==> config.mk <==
export PLATFORM = sky130hd
export DESIGN_NAME = pipe_ctrl
export DESIGN_NICKNAME = d
export VERILOG_FILES = /design/src/rtl/pipe_ctrl.sv
export SDC_FILE = /design/constraint.sdc
export NUM_CORES = 1
export LEC_CHECK = 0
export ABC_AREA = 1
export BUFFER_PORTS_ARGS = -buffer_cell sky130_fd_sc_hd__clkbuf_2
export CORE_UTILIZATION = 49
export DETAILED_ROUTE_END_ITERATION = 16
export GPL_TIMING_DRIVEN = 0
export PLACE_DENSITY = 0.86
export SLEW_MARGIN = 20
export SYNTH_ARGS = -nofsm -noshare
export SYNTH_HDL_FRONTEND = slang
export SYNTH_SLANG_ARGS = --single-unit
==> constraint.sdc <==
create_clock -name clk -period 3.6 [get_ports clk]
set_input_delay 0.18 -clock clk [delete_from_list [all_inputs] [get_ports clk]]
set_output_delay 0.18 -clock clk [all_outputs]
set_load 0.05 [all_outputs]
==> src/rtl/pipe_ctrl.sv <==
// rtl/pipe_ctrl.sv - pipeline hazard controller: stall/flush/redirect FSM with wait timeout and stall counter
module pipe_ctrl #(
    parameter int XLEN    = 32,
    parameter int TIMEOUT = 8
) (
    input  logic            clk,
    input  logic            rst_n,
    input  logic            id_pause,
    input  logic [1:0]      id_kind,
    input  logic            ex_resolve,
    input  logic            ex_taken,
    input  logic [XLEN-1:0] ex_target,
    input  logic            mem_ready,
    input  logic            ext_hold,
    input  logic            cnt_clr,
    output logic            pc_stall,
    output logic            if_id_stall,
    output logic            id_ex_flush,
    output logic            if_id_flush,
    output logic            pc_load,
    output logic [XLEN-1:0] pc_load_addr,
    output logic            timeout_err,
    output logic [15:0]     stall_cnt
);

    typedef enum logic [1:0] {
        S_RUN      = 2'd0,
        S_WAIT_EX  = 2'd1,
        S_WAIT_MEM = 2'd2,
        S_HALT     = 2'd3
    } state_t;

    localparam logic [1:0] KIND_NONE = 2'b00;
    localparam logic [1:0] KIND_LOAD = 2'b11;
    localparam logic [3:0] TIMER_MAX = 4'(TIMEOUT - 1);

    state_t     state;
    state_t     state_nxt;
    logic [3:0] timer;
    logic       in_wait;
    logic       ex_done;
    logic       mem_done;
    logic       resolved;
    logic       expired;

    always_comb begin
        in_wait  = (state == S_WAIT_EX) || (state == S_WAIT_MEM);
        ex_done  = (state == S_WAIT_EX) && ex_resolve;
        mem_done = (state == S_WAIT_MEM) && mem_ready;
        resolved = ex_done || mem_done;
        // Resolution in the last allowed cycle wins over the timeout.
        expired  = in_wait && !resolved && (timer == TIMER_MAX);
    end

    always_comb begin
        state_nxt = state;
        case (state)
            S_RUN: begin
                if (id_pause) begin
                    if (id_kind == KIND_LOAD)
                        state_nxt = S_WAIT_MEM;
                    else if (id_kind != KIND_NONE)
                        state_nxt = S_WAIT_EX;
                end else if (ext_hold) begin
                    state_nxt = S_HALT;
                end
            end
            S_WAIT_EX,
            S_WAIT_MEM: begin
                if (resolved || expired)
                    state_nxt = S_RUN;
            end
            S_HALT: begin
                if (!ext_hold)
                    state_nxt = S_RUN;
            end
            default: state_nxt = S_RUN;
        endcase
    end

    always_comb begin
        if (state != S_RUN)
            pc_stall = !resolved;
        else
            pc_stall = id_pause && (id_kind != KIND_NONE);
        if_id_stall  = pc_stall;
        id_ex_flush  = (state != S_RUN);
        pc_load      = ex_done && ex_taken;
        if_id_flush  = pc_load;
        pc_load_addr = pc_load ? ex_target : '0;
    end

    always_ff @(posedge clk or negedge rst_n) begin
        if (!rst_n) begin
            state       <= S_RUN;
            timer       <= '0;
            timeout_err <= 1'b0;
            stall_cnt   <= '0;
        end else begin
            state <= state_nxt;

            // Timer restarts on every wait entry and counts only while staying put.
            if (in_wait && (state_nxt == state))
                timer <= timer + 4'd1;
            else
                timer <= '0;

            if (expired)
                timeout_err <= 1'b1;

            if (cnt_clr)
                stall_cnt <= '0;
            else if (pc_stall && (stall_cnt != 16'hFFFF))
                stall_cnt <= stall_cnt + 16'd1;
        end
    end

endmodule

==> summary.txt <==
Run status
  – Status: finished clean

Global route
  – Largest net degree at the start of global routing: 24
  – Gr ovfl total: 0
  – Initial antenna violation count: 0
  – Global-route wire length before repair: 7.93 mm
  – Total GRT Usage: 0.250
  – Number of global-route vias before repair: 1909

Logic synthesis
  – Post-Synth XOR/XNOR Area: 0.0528
  – Area contributors post-synth: dfrtp_1 (32%), nor2_1 (12%), nand2_1 (11%)
  – Mean Syn Cell Area: 6.68 um2
  – Sequential area share after synthesis: 0.316
  – Post-synthesis register bit count: 23
  – Simple-Gate Fraction of Synth Area: 0.372
  – Area leader, netlist: dfrtp_1
  – Post-synthesis adder-cell area fraction: 0.0480
  – Unique masters post-synth: 26
  – Fraction of registers with async set/reset: 1.00
  – Yosys top cell area share: 0.316
  – Synth Area in Compound Gates: 0.0631
  – Yosys warns: 0
  – Post-Synthesis Cell Area: 0.00182 mm2
  – Largest family of logic cells by synthesized area: simple AND/OR/NAND/NOR gates
  – Post-synthesis mux area share: 0
  – Post-synth EDFFs: 0
  – Ys flop type: dfrtp_1
  – Syn Nets: 322
  – Mapped Cells: 273

Critical path
  – WP data arrival: 2.04 ns
  – Crit path capture type: primary output
  – Crit Path Max Fanout: 10
  – WP data required: 3.42 ns
  – Flop2flop setup slack: about 1.8 ns
  – Crit path kind: reg -> out
  – Startpoint class of the critical path: flop

Floorplanning
  – Initial core utilization: 0.530
  – Total core area: 0.00344 mm2
  – Ports: 96
  – Chip height: 63.0 um
  – Std cell rows: 21
  – Die ar.: 0.00397 mm2
  – Die width: 63.0 um

Power
  – Combinational share of power: 0.601
  – Clk pwr share: 0.133
  – Pleak: 1.45 nW
  – P per Cell Area: 501 mW/mm2
  – Switching Power: 0.641 mW
  – Reg power frac: 0.266
  – Peak supply drop: 556 uV
  – Final Total Pwr: 1.21 mW
  – Power Internal: 0.567 mW
  – Sw Share: 0.531

Run
  – Max cap viols: 0

Timing
  – Tmin final: around 2.2 ns
  – Final clock skew: 0.00287 ns
  – Post-route clock period utilization: 0.616
  – Slew headroom: 0.614
  – Final Max Slew Viols: 0
  – RSZ-0062 raised after global routing: false
  – Tightest Pin Transition: 0.579 ns
  – Setup TNS: 0 ns
  – Setup WS post-layout: 1.38 ns
  – F_max: 0.451 GHz
  – Final hold vios: 0
  – Final setup viols: 0

Clock tree
  – H-tree levels: 1
  – Post-CTS Setup Inserts: 0
  – CTS sink count: 23
  – Clock transition at path regs: 0.08 ns
  – CTS Buf Count: 3
  – Root buffer cell: clkbuf_8
  – Clock Path Buffers: 2
  – CTS resizes: 0
  – Clk_lat worst skew: 0.27 ns
  – CTS tree: done

Routing
  – Number of routed nets with antenna violations: 0
  – Wirelength per Cell: around 11 um
  – Via Count: 1977
  – WL final: 4.52 mm
  – Remaining DRCs: 0
  – Post-DR vias/cell: approximately 4.7
  – First DRT Iteration DRCs: 91
  – Pre-antenna DRT Iters: 4

Place
  – Port Buffer Count: 94
  – Final GP Congestion: between 0.9 and 1
  – Pre-CTS WS: ~1.7 ns
  – Post-DP HPWL: 3.64 mm
  – Inst Count DP: a little over 400

Finish
  – Most frequent cells in the layout: clkbuf_2 (94), nor2_1 (57), nand2_1 (53), inv_1 (52), dfrtp_1 (23)
  – # diodes: 0
  – Share of layout cells above drive strength 1: 0.328
  – Post-Layout Cell Count: between 400 and 500
  – Area Growth Syn to Fin: 32.0%
  – Final #Nets: 422
  – Commonest non-fill, non-tap cell in the layout: clkbuf_2

Hold path
  – Min-delay worst type: in -> reg
==> cell families after synthesis <==
| group | after synthesis |
|---|---|
| XOR/XNOR | 11 |
| adder cells (fa/ha/maj) | 7 |
| buffers and inverters | 62 |
| AO/OA/AOI/OAI | 17 |
| AND/OR/NAND/NOR | 153 |
| flip-flops | 23 |
==> synthesized netlist by cell type (5+ instances only) <==
library cell / number
nand2_2: 6
nor2_1: 57
o21ai_0: 5
xor2_1: 9
nand4_1: 6
dfrtp_1: 23
nor3_1: 6
nand2_1: 53
ha_1: 7
inv_1: 52
nand3_1: 19
o21ai_2: 5
==> worst max-delay path, cell delays in order, from the launching register on <==
cell and delay [ns]:
dfrtp_1 0.43, inv_1 0.13, ha_1 0.22, nand3_1 0.17, clkbuf_1 0.35, inv_1 0.11
buf_4 0.15, clkbuf_2 0.23
==> routing by layer <==
| layer | vias to the layer above | share of wire | track usage |
|---|---|---|---|
| met5 | - | 0 | 0 |
| met4 | 0 | 0.0080 | 0.0698 |
| met3 | 4 | 0.065 | 0.0529 |
| met2 | 76 | 0.51 | 0.472 |
| met1 | 878 | 0.42 | 0.278 |
| li1 | 1019 | - | - |
==> flip-flops by register name, summed over array words and instances (netlist names) <==
| register | count |
|---|---|
| stall_cnt | 16 |
| timer | 4 |
| state | 2 |
| timeout_err | 1 |
==> stage by stage <==
| step | hold slack [ns] | utilization | instance area (um2) |
|---|---|---|---|
| floorplan | -0.116 | - | 1820 |
| global placement | 0.203 | 0.683 | 2350 |
| detailed placement | 0.209 | 0.683 | 2350 |
| CTS | 0.201 | 0.700 | 2410 |
| global route | 0.229 | 0.700 | 2410 |
| finish | 0.205 | 0.700 | 2410 |
==> layout make-up <==
class                   count  area (um2)
plain buffers               8        62.6
clock buffers               3        41.3
clock inverters             1        5.00
fillers                   310        1030
inverters                  54         208
multi-input cells         188         978
flip-flops and latches     23         576
well taps                  46        57.6
repair buffers             95         480
==> repair_timing <==
action,4_1_cts,5_1_grt
hold endpoints to repair,23,0
hold buffers,1,0
endpoints found under the setup margin,0,0
==> power by group through the flow <==
stage | clock, mW | sequential [mW] | combinational [mW]
detailed placement | 0 | 0.327 | 0.728
global placement | 0 | 0.324 | 0.714
floorplan | 0 | 0.363 | 0.524
finish | 0.160 | 0.321 | 0.725
CTS | 0.167 | 0.322 | 0.731
global route | 0.177 | 0.326 | 0.792
==> worst paths after layout <==
kind / start / to / depth (start not counted)
setup / recovery: state[1] / pc_load / 7
hold / removal: cnt_clr / stall_cnt[0] / 2
setup reg to reg: state[0] / stall_cnt[9] / 9
hold reg to reg: timeout_err / timeout_err / 1
max in group asynchronous: rst_n / timer[0] / 2
min in group asynchronous: rst_n / stall_cnt[15] / 2
No activity file was read; power rests on OpenSTA's default activity.
